**src/rtl/keypad_scanner.sv**
```systemverilog
// 4x4 matrix keypad scanner: column drive, synchronized row sampling, per-sweep
// classification and a debounce/hold FSM that emits one key_valid per press.
//
// state      | meaning
// -----------+--------------------------------------------------------------
// S_IDLE     | no key accepted; waiting for a sweep with exactly one contact
// S_DEBOUNCE | candidate seen; counting identical single-contact sweeps
// S_HELD     | key accepted; counting empty sweeps until release is accepted
module keypad_scanner #(
  parameter int unsigned SCAN_DIV       = 50000,
  parameter int unsigned DEBOUNCE_SCANS = 4
) (
  input  logic       clk,
  input  logic       clr_n,
  input  logic [3:0] row,
  output logic [3:0] col,
  output logic [3:0] key_code,
  output logic       key_valid,
  output logic       key_held
);

  localparam int unsigned DIV_W = (SCAN_DIV > 1) ? $clog2(SCAN_DIV) : 1;
  localparam logic [DIV_W-1:0] DIV_LAST = DIV_W'(SCAN_DIV - 1);
  localparam logic [3:0] DEB_N = 4'(DEBOUNCE_SCANS);

  typedef enum logic [1:0] {S_IDLE, S_DEBOUNCE, S_HELD} state_t;

  // sweep contact classes
  localparam logic [1:0] C_NONE   = 2'd0;
  localparam logic [1:0] C_SINGLE = 2'd1;
  localparam logic [1:0] C_MULTI  = 2'd2;

  function automatic logic [3:0] key_map(input logic [1:0] r, input logic [1:0] c);
    logic [3:0] k;
    case ({r, c})
      4'h0: k = 4'h1;  4'h1: k = 4'h2;  4'h2: k = 4'h3;  4'h3: k = 4'hA;
      4'h4: k = 4'h4;  4'h5: k = 4'h5;  4'h6: k = 4'h6;  4'h7: k = 4'hB;
      4'h8: k = 4'h7;  4'h9: k = 4'h8;  4'hA: k = 4'h9;  4'hB: k = 4'hC;
      4'hC: k = 4'h0;  4'hD: k = 4'hF;  4'hE: k = 4'hE;  default: k = 4'hD;
    endcase
    return k;
  endfunction

  logic [3:0]       row_s1_q, row_s2_q;
  logic [DIV_W-1:0] div_q;
  logic [1:0]       col_idx_q;
  logic [3:0]       col_q;
  logic [1:0]       acc_cnt_q;
  logic [3:0]       acc_code_q;
  logic             tick;

  always_ff @(posedge clk or negedge clr_n) begin
    if (!clr_n) begin
      row_s1_q <= 4'hF;
      row_s2_q <= 4'hF;
    end else begin
      row_s1_q <= row;
      row_s2_q <= row_s1_q;
    end
  end

  assign tick = (div_q == DIV_LAST);

  // Per-column reading and its merge into the running sweep classification
  logic [3:0] pressed;
  logic [1:0] col_cnt, row_idx, sum_cnt;
  logic [3:0] sum_code;

  always_comb begin
    pressed = ~row_s2_q;
    row_idx = 2'd0;
    case (pressed)
      4'b0010: row_idx = 2'd1;
      4'b0100: row_idx = 2'd2;
      4'b1000: row_idx = 2'd3;
      default: row_idx = 2'd0;
    endcase
    if (pressed == 4'b0000)  col_cnt = C_NONE;
    else if ($onehot(pressed)) col_cnt = C_SINGLE;
    else                     col_cnt = C_MULTI;

    if (acc_cnt_q == C_NONE) begin
      sum_cnt  = col_cnt;
      sum_code = key_map(row_idx, col_idx_q);
    end else begin
      sum_cnt  = (col_cnt == C_NONE) ? acc_cnt_q : C_MULTI;
      sum_code = acc_code_q;
    end
  end

  logic sweep_done;
  assign sweep_done = tick && (col_idx_q == 2'd3);

  always_ff @(posedge clk or negedge clr_n) begin
    if (!clr_n) begin
      div_q      <= '0;
      col_idx_q  <= 2'd0;
      col_q      <= 4'b1110;
      acc_cnt_q  <= C_NONE;
      acc_code_q <= 4'h0;
    end else if (tick) begin
      div_q      <= '0;
      col_idx_q  <= col_idx_q + 2'd1;
      col_q      <= ~(4'b0001 << (col_idx_q + 2'd1));
      acc_cnt_q  <= sweep_done ? C_NONE : sum_cnt;
      acc_code_q <= sweep_done ? 4'h0 : sum_code;
    end else begin
      div_q <= div_q + 1'b1;
    end
  end

  state_t     state_q, state_d;
  logic [3:0] cand_q, cand_d;
  logic [3:0] cnt_q, cnt_d;
  logic [3:0] rel_q, rel_d;
  logic [3:0] key_code_q, key_code_d;
  logic       key_valid_q, key_valid_d;
  logic       key_held_q, key_held_d;

  always_ff @(posedge clk or negedge clr_n) begin
    if (!clr_n) begin
      state_q     <= S_IDLE;
      cand_q      <= 4'h0;
      cnt_q       <= 4'h0;
      rel_q       <= 4'h0;
      key_code_q  <= 4'h0;
      key_valid_q <= 1'b0;
      key_held_q  <= 1'b0;
    end else begin
      state_q     <= state_d;
      cand_q      <= cand_d;
      cnt_q       <= cnt_d;
      rel_q       <= rel_d;
      key_code_q  <= key_code_d;
      key_valid_q <= key_valid_d;
      key_held_q  <= key_held_d;
    end
  end

  always_comb begin
    state_d     = state_q;
    cand_d      = cand_q;
    cnt_d       = cnt_q;
    rel_d       = rel_q;
    key_code_d  = key_code_q;
    key_valid_d = 1'b0;
    key_held_d  = key_held_q;
    if (sweep_done) begin
      case (state_q)
        S_IDLE: begin
          if (sum_cnt == C_SINGLE) begin
            state_d = S_DEBOUNCE;
            cand_d  = sum_code;
            cnt_d   = 4'd1;
          end
        end
        S_DEBOUNCE: begin
          if (sum_cnt == C_SINGLE && sum_code == cand_q) begin
            // counter never exceeds the threshold, so it cannot wrap
            if (cnt_q + 4'd1 >= DEB_N) begin
              state_d     = S_HELD;
              cnt_d       = 4'd0;
              rel_d       = 4'd0;
              key_code_d  = cand_q;
              key_valid_d = 1'b1;
              key_held_d  = 1'b1;
            end else begin
              cnt_d = cnt_q + 4'd1;
            end
          end else begin
            state_d = S_IDLE;
            cnt_d   = 4'd0;
          end
        end
        S_HELD: begin
          if (sum_cnt == C_NONE) begin
            if (rel_q + 4'd1 >= DEB_N) begin
              state_d    = S_IDLE;
              rel_d      = 4'd0;
              key_held_d = 1'b0;
            end else begin
              rel_d = rel_q + 4'd1;
            end
          end else begin
            rel_d = 4'd0;
          end
        end
        default: state_d = S_IDLE;
      endcase
    end
  end

  assign col       = col_q;
  assign key_code  = key_code_q;
  assign key_valid = key_valid_q;
  assign key_held  = key_held_q;

endmodule

```
**config.mk**
```make
export PLATFORM = sky130hd
export DESIGN_NAME = keypad_scanner
export DESIGN_NICKNAME = d
export VERILOG_FILES = /design/src/rtl/keypad_scanner.sv
export SDC_FILE = /design/constraint.sdc
export NUM_CORES = 1
export LEC_CHECK = 0
export CAP_MARGIN = 20
export CORE_MARGIN = 3
export CORE_UTILIZATION = 60
export DETAILED_ROUTE_END_ITERATION = 6
export DONT_BUFFER_PORTS = 1
export GPL_TIMING_DRIVEN = 1
export PLACE_DENSITY = 0.77
export SETUP_SLACK_MARGIN = 0.05
export SYNTH_ARGS = -nofsm -noshare
export SYNTH_HDL_FRONTEND = slang
export SYNTH_SLANG_ARGS = --single-unit
```
**constraint.sdc**
```tcl
create_clock -name clk -period 10.16 [get_ports clk]
set_input_delay 2.54 -clock clk [delete_from_list [all_inputs] [get_ports clk]]
set_output_delay 2.54 -clock clk [all_outputs]
set_load 0.05 [all_outputs]
```
# Word level (Yosys, flattened, before mapping)
# Memories as Yosys holds them, arrays and structs flattened.
# Cells that the tools add are included.
[word_totals] ff_bits=56 mem_bits_ro=64 output_inout_bits=10 word_cells=91 memories=1
[mem_list] memory="(no name shown)" words=16 word_bits=4 rd=1 rd_clocked_by_memory_dff=0 write_ports=0 line="35" source="case ({r, c})"
[op_classes] add_sub_neg=7 n_lt_le_gt_ge=2 eq_ne=16 shift=1 mux=33 bitwise=2 reduce_logical=15
[op_table] cell="$mux 4" count=9
[op_table] cell="$mux 2" count=10
[op_table] cell="$add 16x1->16 const B" count=1
[op_table] cell="$eq 16x16->1 const B" count=1
[op_table] cell="$mux 16" count=1
[op_table] cell="$pmux 4 s2" count=2
[op_table] cell="$pmux 2 s3" count=2
[op_table] cell="$ne 2x2->1 const B" count=5
[op_table] cell="$add 4x1->4 const B" count=2
[op_table] cell="$ge 4x3->1 const B" count=2
[op_table] cell="$logic_not 2->1" count=4
[op_table] cell="$mux 1" count=8
[op_table] cell="$not 4->4" count=2
[op_table] cell="$reduce_and 4->1" count=2
[op_table] cell="$reduce_and 3->1" count=2
[op_table] cell="$reduce_and 6->1" count=1
[op_table] cell="$reduce_and 5->1" count=1
[op_table] cell="$add 1x1->2" count=2
[op_table] cell="$eq 2x1->1 const B" count=2
[op_table] cell="$eq 2x2->1 const B" count=2
[op_table] cell="$eq 4x2->1 const B" count=1
[op_table] cell="$eq 4x3->1 const B" count=1
[op_table] cell="$eq 4x4->1" count=1
[op_table] cell="$eq 4x4->1 const B" count=1
[op_table] cell="other kinds (9)" count=11

# Depth between registers and ports, before layout
# Gate-level depths: netlist of the first run.
[depth] depth_word=14 depth_mapped=11 mapped_depth_nobuf=11

# Least setup slack after synthesis of the first run
# OpenSTA, ideal clock, no wires.
[synth_timing] path_kind="flip-flop to flip-flop" from="reg row_s2_q[0]" to="reg cnt_q[0]" setup_time_ns=0.065 arrival_ns=3.153 required_time_ns=10.095 setup_slack_ns=6.942 stages_incl_launch_ff=12 n_path_buf=0 period_less_slack_ns=3.218 cell_sequence="dfstp_2 -> fa_1 -> inv_1 -> ha_1 -> ha_1 -> nor4b_4 -> nand3b_1 -> o32a_1 -> a311o_1 -> or4_4 -> nor4_1 -> a211o_1"
[synth_between] elab_chain_cells=13 word_cells_on_any_way=23 cone_classes="add/sub: 2; eq/ne: 7; mux: 8; bitwise: 1; reduce/logical: 4; memory: 1"
[synth_lines] element="start: declaration" line="44" source="logic [3:0] row_s1_q, row_s2_q;"
[synth_lines] element="start signal: assignment" line="58" source="row_s2_q <= row_s1_q;"
[synth_lines] element="$not 4->4 *" line="70" source="pressed = ~row_s2_q;"
[synth_lines] element="$add 1x1->2 (implied by the code)" line="79" source="else if ($onehot(pressed)) col_cnt = C_SINGLE;"
[synth_lines] element="$add 2x2->3 (implied by the code)" line="79"
[synth_lines] element="$eq 3x1->1" line="79"
[synth_lines] element="$mux 2" line="79"
[synth_lines] element="$mux 2" line="78" source="if (pressed == 4'b0000) col_cnt = C_NONE;"
[synth_lines] element="$logic_not 2->1" line="86" source="sum_cnt = (col_cnt == C_NONE) ? acc_cnt_q : C_MULTI;"
[synth_lines] element="$mux 2" line="86"
[synth_lines] element="$mux 2" line="82" source="if (acc_cnt_q == C_NONE) begin"
[synth_lines] element="$eq 2x1->1" line="151, 158"
[synth_lines] element="$logic_and 1x1->1" line="158" source="if (sum_cnt == C_SINGLE && sum_code == cand_q) begin"
[synth_lines] element="$mux 4" line="158"
[synth_lines] element="$pmux 4 s2" line="149" source="case (state_q)"
[synth_lines] element="end signal: assignment" line="132" source="cnt_q <= cnt_d;"
[synth_lines] element="end: declaration" line="114" source="logic [3:0] cnt_q, cnt_d;"
# Mark *: on every way between the ends. The rest lies on a longest branch, timed or not.
# A chain may end at the register's enable or synchronous reset.

# Worst setup path after layout of the first run
[layout_timing] from="reg row_s2_q[3]" to="reg state_q[0]"
[layout_between] elab_chain_cells=13 word_cells_on_any_way=26 cone_classes="add/sub: 2; eq/ne: 9; mux: 8; bitwise: 1; reduce/logical: 5; memory: 1"
[layout_lines] element="$not 4->4 *" line="70"
[layout_lines] element="$add 1x1->2 (implied by the code)" line="79"
[layout_lines] element="$add 2x2->3 (implied by the code)" line="79"
[layout_lines] element="$eq 3x1->1" line="79"
[layout_lines] element="$mux 2" line="79"
[layout_lines] element="$mux 2" line="78"
[layout_lines] element="$logic_not 2->1" line="86"
[layout_lines] element="$mux 2" line="86"
[layout_lines] element="$mux 2" line="82"
[layout_lines] element="$eq 2x1->1" line="151, 158"
[layout_lines] element="$logic_and 1x1->1" line="158"
[layout_lines] element="$ne 3x3->1 (no source line) / $mux 2 (equally long branches)"
[layout_lines] element="$reduce_and 5->1 (no source line) / $pmux 2 s3 (equally long branches)"
[layout_lines] element="end signal: assignment" line="130" source="state_q <= state_d;"
[layout_lines] element="end: declaration" line="112" source="state_t state_q, state_d;"
# Marks and branches as above.

==> metrics.txt, run 1 <==
slew of the pin with the lowest slew margin 633 ps; die width 77.2 um; vias 2145; Yosys warnings 0; initial DRC count 182; fill count 393; initial antenna violation count 0; Die Y 77.2 um; final hold vios 0; vias in the first global route 2102; top-area cell type share of the netlist area 37.0%; Setup WS post-layout about 6600 ps; Yosys reg bits between 50 and 60; Post-synth EDFFs 0; Post-Layout Cell Count 359; Final #Nets 314; Multi-input gate area 1490 um2; leakage power between 0.001 and 0.0015 uW; Setup Crit Path Kind reg -> reg; Final Cycle Share a little over a third; Synth cell types 58; largest net degree at the start of global routing 57; Worst EP required between 10000 and 15000 ps; TritonCTS Buffers 5; Diodes inserted 0; DP HPWL 4100 um; Clock Skew 10.8 ps; Rows 25; Setup-failing EPs final 0; maximum buffer depth of the clock tree 2; synth top area cells dfrtp_1 37%, dfstp_2 9.5%, ha_1 6.6%; Initial Utilization 63.1%; Critical Path Source Type flop; Largest stage delay, worst path 680 ps; htree depth 2; Seq. cell area 1420 um2; Synth area leader dfrtp_1; Crit path max-delay family simple AND/OR/NAND/NOR gates; number of nets still failing antenna checks after routing 0; asr flop ratio synth 100%; WL/cell 15.7 um; Die ar. between 5000 and 6000 um2; Detailed Routing Iterations Pass 1 6; crit-path most repeated cell ha_1; GRT overflow 0; cell count after synthesis approximately 290; most instantiated cells after synthesis 45 x dfrtp_1, 30 x nand2_1, 18 x o21ai_0; crit path cell chain fa_1 > inv_1 > ha_1 > ha_1 > nor4b_4 > nand3b_1 > o32a_1 > a311o_1 > or4_4 > o21ai_1 > mux2i_1; # Post-CTS Setup Buffers 0; final setup TNS 0 ps; total track usage 20.2%; syn_nets 317; sequential cell area fraction in the yosys report roughly 47%; first-pass GRT wire length 9810 um; Mapped Area around 3000 um2; HP Class reg -> reg; ys flop type dfrtp_1; worst rel slew slack about 58%; routed wire length 5650 um; crit path DAT ~3800 ps; CTS tree done; post-cts resize count 0; CTS Root Cell clkbuf_8; IO Port Bufs 0; pre-CTS setup slack ~6600 ps; core area around 4800 um2; CTS Sinks 56; unrepaired setup endpoints after global routing no; share of cells above drive strength 1 12.3%; IO Pins 16; syn avg cell area 10.3 um2; post-route minimum period 3580 ps; placed insts between 300 and 400; most frequent cell after synthesis dfrtp_1; area grow syn2layout 4.36%; status complete, no violations; RR Startpoint row_s2_q[3]; Peak VDD IR 0.0743 mV; GP Congestion 0.841; WP buf/inv 1; Slew Viols, Final 0; Critical path origin row_s2_q[3]; hold buffers post-CTS 0; CP max-delay cell dfstp_2; Via density about 6; crit-path max FO 13; insertion delay to the later sink of the worst-skew pair approximately 310 ps; DRC 0; Setup crit end kind flop; hold_sp row_s1_q[2]; max-cap violations 0; Achievable Freq about 280 MHz; power per cell area between 100 and 150 nW/um2; clock-pin transition on the worst setup and hold timing paths 110 ps
-- path summary, 6_finish.rpt --
path,endpoint,slack [ps],depth (start not counted)
worst min register to register,row_s2_q[2],360,0
min in group asynchronous,cnt_q[0],1900,0
worst max-delay path,state_q[0],6580,11
max in group asynchronous,col[2],8070,0
worst min-delay path,row_s2_q[2],360,0
worst max register to register,state_q[0],6580,11
-- cell usage in the layout, fill, tap and decap left out, types with 11 or more instances in the layout --
master	n
nand2_1	30
o21ai_0	18
xor2_1	11
dfstp_2	11
nand3_1	13
ha_1	16
dfrtp_1	45
nor2_1	17
inv_1	17
-- worst register-to-register path, stage by stage (launching register included) --
cell	delay, ps
dfstp_2	680
fa_1	450
inv_1	70
ha_1	140
ha_1	250
nor4b_4	320
nand3b_1	140
o32a_1	170
a311o_1	320
or4_4	570
o21ai_1	200
mux2i_1	210
-- stage by stage --
step / util [%] / hold WS, ps / power, uW / area (um2)
4_1_cts: 65.9 / 363 / 404 / 3170
2_1_floorplan: - / 345 / 248 / 3040
3_3_place_gp: 63.4 / 347 / 251 / 3050
5_1_grt: 65.9 / 369 / 414 / 3170
3_5_place_dp: 63.4 / 349 / 251 / 3050
6_report: 65.9 / 361 / 402 / 3170
-- area by class of cell --
type                            count  area share (%)
Clock buffer                        6            2.60
Multi-Input combinational cell    210            46.8
Tap cell                           67            2.64
Clock inverter                      2            1.22
Sequential cell                    56            44.6
Inverter                           18            2.13
-- flip-flops by register name (all words and copies together) (netlist names) --
name / count
acc_cnt_q: 2
acc_code_q: 4
row_s1_q: 4
row_s2_q: 4
key_held: 1
rel_q: 4
col: 4
key_code: 4
key_valid: 1
cand_q: 4
div_q: 16
cnt_q: 4
state_q: 2
col_idx_q: 2
-- power by group --
part,internal [uW],switching (uW)
Sequential,226,2.27
Combinational,9.18,9.94
Clock,80.7,74.3
Total,316,86.5
-- layer usage --
layer | vias to the layer above | track usage (%) | wire [um]
li1 | 1029 | - | -
met1 | 1047 | 26.6 | 2580
met2 | 54 | 33.3 | 2700
met3 | 15 | 4.11 | 242
met4 | 0 | 6.76 | 118
met5 | - | 0 | 0
-- cells by family (layout without fill, tap and decap cells) --
logic type	after synthesis	count (layout)	synth area share, %
and+or+nand+nor	107	107	20.2
DFF	56	56	46.5
AOI/OAI and AO/OA	54	54	11.4
buffers and inverters	28	26	4.61
xor gates and xnor gates	20	20	5.76
adders and majority gates	17	17	7.24
muxes	12	12	4.24
Power figures use the tool's default switching activity.
==> inputs of run 2 (changes only) <==
CORE_UTILIZATION = 57   (was 60)
PLACE_DENSITY = 0.76   (was 0.77)
clock period = 2.9 ns   (was 10.16 ns; I/O delays follow)
==> run 2 against run 1 <==
Compared with the run above:
- the flow now finishes with violations (negative setup slack)
- first-iteration DRC count increased by 37%
- combinational power increased to 5.9 times the previous value
- total power increased to 3.7 times the previous value
- fmax increased by 13%
- clock-buffer cell count unchanged
- core utilization increased by 3.5 points
- worst hold slack got worse by 260 ps
- clock power increased to 3.8 times the previous value
- final cell count increased by 5.6%
- die area increased by 4.9%
- flip-flop and latch count unchanged
- sequential power increased to 3.5 times the previous value
==> metrics.txt, run 2 (same netlist as run 1, synthesis figures left out) <==
TritonCTS Buffers 5; Final #Nets 334; clock-pin transition on the worst setup and hold timing paths 100 ps; Die Y 79.1 um; largest net degree at the start of global routing 57; failing checks negative setup slack; Setup Crit Path Kind reg -> reg; htree depth 2; post-route minimum period between 3000 and 4000 ps; CTS Root Cell clkbuf_8; GRT overflow 0; Setup crit end kind flop; Largest stage delay, worst path 550 ps; initial DRC count roughly 250; slew of the pin with the lowest slew margin 557 ps; crit path DAT 3400 ps; Critical Path Source Type flop; placed insts 365; Die ar. 6250 um2; Hold Slack a little under 100 ps; final hold vios 0; Post-Layout Cell Count 379; Initial Utilization 61.5%; status complete, but fails checks; core area 4940 um2; fill count about 370; GP Congestion 0.818; vias 2233; area grow syn2layout 12.8%; WL/cell 16.2 um; number of nets still failing antenna checks after routing 0; CTS Sinks 56; HP Class in -> async; CP max-delay cell dfstp_2; Worst EP required 3140 ps; Largest register FFs 16; total track usage 21.3%; routed wire length between 6000 and 7000 um; most common cell after layout, fill and taps aside dfrtp_1; final setup TNS -2700 ps; Biggest register div_q; unrepaired setup endpoints after global routing yes; DRC 0; power per cell area about 440 nW/um2; Diodes inserted 0; Via density 5.89; RR Startpoint row_s2_q[1]; Peak VDD IR 0.281 mV; insertion delay to the later sink of the worst-skew pair 310 ps; Clock Skew 10.2 ps; Setup-failing EPs final 19; Detailed Routing Iterations Pass 1 4; Final Cycle Share 109%; CTS tree done; share of cells above drive strength 1 21.8%; commonest non-fill, non-tap cells in the layout 45 x dfrtp_1, 30 x nand2_1, 19 x buf_4; DP HPWL 4250 um; worst rel slew slack 62.8%; Rows 25; Crit path max-delay family simple AND/OR/NAND/NOR gates; Critical path origin row_s2_q[1]; initial antenna violation count 0; first-pass GRT wire length 10500 um; IO Pins 16; IO Port Bufs 0; crit path cell chain fa_1 > inv_1 > ha_2 > ha_4 > nor4b_4 > nand3b_1 > o32a_1 > a311o_1 > or4_4 > o21ai_2 > mux2i_1; leakage power approximately 0.0016 uW; vias in the first global route 2207; Achievable Freq 317 MHz; die width 79.1 um; WP buf/inv 1; Setup WS post-layout -256 ps; max-cap violations 0; maximum buffer depth of the clock tree 2; Slew Viols, Final 0; crit-path max FO 5
[run 2: cell types whose count changed in the layout (fill, tap and decap cells not counted), moves of 2 or more]
cell | previous run | this run
a21oi_1 | 9 | 7
a21oi_2 | 0 | 2
buf_4 | 0 | 19
ha_1 | 16 | 14
nand3_1 | 13 | 11
nand3_2 | 1 | 3
nor4_1 | 4 | 1
nor4_2 | 0 | 2
o21ai_1 | 3 | 1
[run 2: stage by stage]
stage               power [uW]  setup WS (ps)  util [%]  area [um2]
global placement           898           -287      64.5        3190
finish                    1500           -256      69.4        3430
global route              1560           -361      69.4        3430
floorplan                  873           -249         -        3070
detailed placement         900           -358      64.5        3190
CTS                       1510           -230      68.9        3410
[run 2: final cells by class]
| class | count | area, um2 | area share (%) |
|---|---|---|---|
| tap | 67 | 83.8 | 2.44 |
| clock inverter | 2 | 60.1 | 1.75 |
| inverter | 18 | 67.6 | 1.97 |
| sequential | 56 | 1420 | 41.3 |
| timing repair buffer | 20 | 154 | 4.49 |
| clock buffer | 6 | 72.6 | 2.12 |
| multi-input combinational | 210 | 1580 | 46.0 |
[run 2: worst paths after layout]
check / to / slack, ps / cells after the start
worst max-delay path: state_q[0] / -260 / 11
worst min-delay path: div_q[0] / 100 / 0
worst max register to register: state_q[0] / -260 / 11
worst min register to register: row_s2_q[2] / 360 / 0
max in group asynchronous: row_s2_q[2] / 2600 / 0
min in group clk: row_s2_q[2] / 360 / 0
[run 2: repair_timing]
action	CTS	global route
buffers inserted	5	1
pin swaps	6	0
resized for setup	10	3
endpoints found under the setup margin	16	20
hold buffers	0	0
[run 2: where the power goes]
group / switching, uW / leakage (uW) / internal, uW
Clock: 250 / 0.0000654 / 345
Combinational: 54.7 / 0.000780 / 57.9
Sequential: 3.01 / 0.000730 / 791
Total: 308 / 0.00157 / 1190
[run 2: per-layer routing]
layer | vias up | global-route usage, % | wire, um
met1 | 1086 | 28.5 | 2700
met2 | 70 | 35.9 | 3030
li1 | 1067 | - | -
met4 | 0 | 5.84 | 77
met5 | - | 0 | 0
met3 | 10 | 3.40 | 313
==> inputs of run 3 (changes only) <==
CORE_UTILIZATION = 49   (was 57)
PLACE_DENSITY = 0.67   (was 0.76)
==> run 3 against run 2 <==
Compared with the run above:
- the run still ends with negative setup slack left
- fmax down 3.4%
- largest power group unchanged
- wire length shrank 1.9%
- sequential power is essentially flat
==> metrics.txt, run 3 (same netlist as run 1, synthesis figures left out) <==
status complete, but fails checks; failing checks negative setup slack; area grow syn2layout 11.5%; GRT overflow 0; Largest stage delay, worst path roughly 560 ps; IO Port Bufs 0; final hold vios 0; CTS Sinks 56; Critical Path Source Type flop; Initial Utilization 51.1%; TritonCTS Buffers 5; reg2reg setup slack -370 ps; WL/cell 15.6 um; crit path DAT around 3500 ps; Via density 5.63; Hold Slack 91.9 ps; Setup-failing EPs final 14; final setup TNS -2960 ps; core area 5960 um2; Final Cycle Share 113%; Setup WS post-layout -366 ps; vias in the first global route ~2100; Die ar. 7190 um2; Worst EP required roughly 3100 ps; vias approximately 2200; Setup Crit Path Kind reg -> reg; Rows 28; maximum buffer depth of the clock tree 2; placed insts 373; number of nets still failing antenna checks after routing 0; slew of the pin with the lowest slew margin 569 ps; initial DRC count roughly 120; worst rel slew slack about three fifths; RR Startpoint row_s2_q[1]; fill count 506; Die Y ~85 um; Setup crit end kind flop; clock-pin transition on the worst setup and hold timing paths 110 ps; Final #Nets about 330; Clock Skew 11.5 ps; DRC 0; Largest register FFs 16; insertion delay to the later sink of the worst-skew pair 310 ps; worst r2r dst state_q[0]; CTS tree done; power per cell area 416 nW/um2; Achievable Freq 306 MHz; routed wire length 6010 um; total power 1410 uW; CTS Root Cell clkbuf_8; IO Pins 16; post-route minimum period 3270 ps; Detailed Routing Iterations Pass 1 4; max-cap violations 0; GP Congestion 0.895; total track usage between 10% and 20%; hold buffers post-CTS 0; Biggest register div_q; Slew Viols, Final 0; cells on worst reg2reg path 11; Peak VDD IR 0.221 mV; unrepaired setup endpoints after global routing yes; initial antenna violation count 0; largest net degree at the start of global routing 57; crit path cell chain fa_1 > inv_1 > ha_2 > ha_4 > nor4b_4 > nand3b_1 > o32a_1 > a311o_1 > or4_4 > o21ai_2 > mux2i_1; commonest non-fill, non-tap cells in the layout 45 x dfrtp_1, 30 x nand2_1, 17 x nor2_1, 17 x o21ai_0; die width 84.8 um; pre-CTS setup slack -397 ps; htree depth 2; first-pass GRT wire length between 10000 and 15000 um; WP buf/inv 1; Post-Layout Cell Count 384; DP HPWL ~4200 um; crit-path max FO 5; Crit path max-delay family simple AND/OR/NAND/NOR gates; Diodes inserted 0; most common cell after layout, fill and taps aside dfrtp_1; share of cells above drive strength 1 21.0%; CP max-delay cell dfstp_2; leakage power around 0.0015 uW; HP Class in -> async
[run 3: cell type report]
class	instances	area (um2)	area share, %
Timing Repair Buffer	17	131	3.87
Clock buffer	5	68.8	2.03
Multi-Input combinational cell	210	1570	46.4
Tap cell	75	93.8	2.77
Clock inverter	3	42.5	1.25
Sequential cell	56	1420	41.7
Inverter	18	67.6	1.99
[run 3: layer usage]
metal,GRT usage (%),vias to the layer above,part of all wire (%)
met4,5.47,0,1.4
met3,3.04,9,2.7
met1,26.2,1062,49
met2,27.7,29,47
li1,-,1062,-
met5,0,-,0
[run 3: what timing repair did]
item	in CTS	in global routing
buffers inserted	1	2
pin swaps	3	6
resized for setup	4	9
endpoints found under the setup margin	18	20
[run 3: how the worst max path moves through the flow]
stage                 from          to  slack, ps  cells after the start
2_1_floorplan  row_s2_q[3]  state_q[0]       -250                     11
3_3_place_gp   row_s2_q[1]  state_q[0]       -300                     11
3_5_place_dp   row_s2_q[1]  state_q[0]       -400                     11
4_1_cts        row_s2_q[1]  state_q[0]       -300                     11
5_1_grt        row_s2_q[3]  state_q[0]       -460                     11
6_report       row_s2_q[1]  state_q[0]       -370                     11
[run 3: power breakdown]
group / leakage, uW / switching (uW) / internal (uW) / total (uW)
registers: 0.000730 / 3.21 / 791 / 794
clock network: 0.0000541 / 260 / 256 / 516
logic: 0.000764 / 51.1 / 49.6 / 101
[run 3: through the flow]
step | instance area, um2 | utilization, %
floorplan | 3070 | -
global placement | 3200 | 53.7
detailed placement | 3200 | 53.7
CTS | 3330 | 55.8
global route | 3390 | 57.0
finish | 3390 | 57.0
[run 3: worst reg2reg max path: stages, from the launching register on]
cell and delay [ps]:
dfstp_2 560, fa_1 420, inv_1 70, ha_2 180, ha_4 200, nor4b_4 250, nand3b_1 140, o32a_1 180
a311o_1 350, or4_4 500, o21ai_2 150, mux2i_1 190
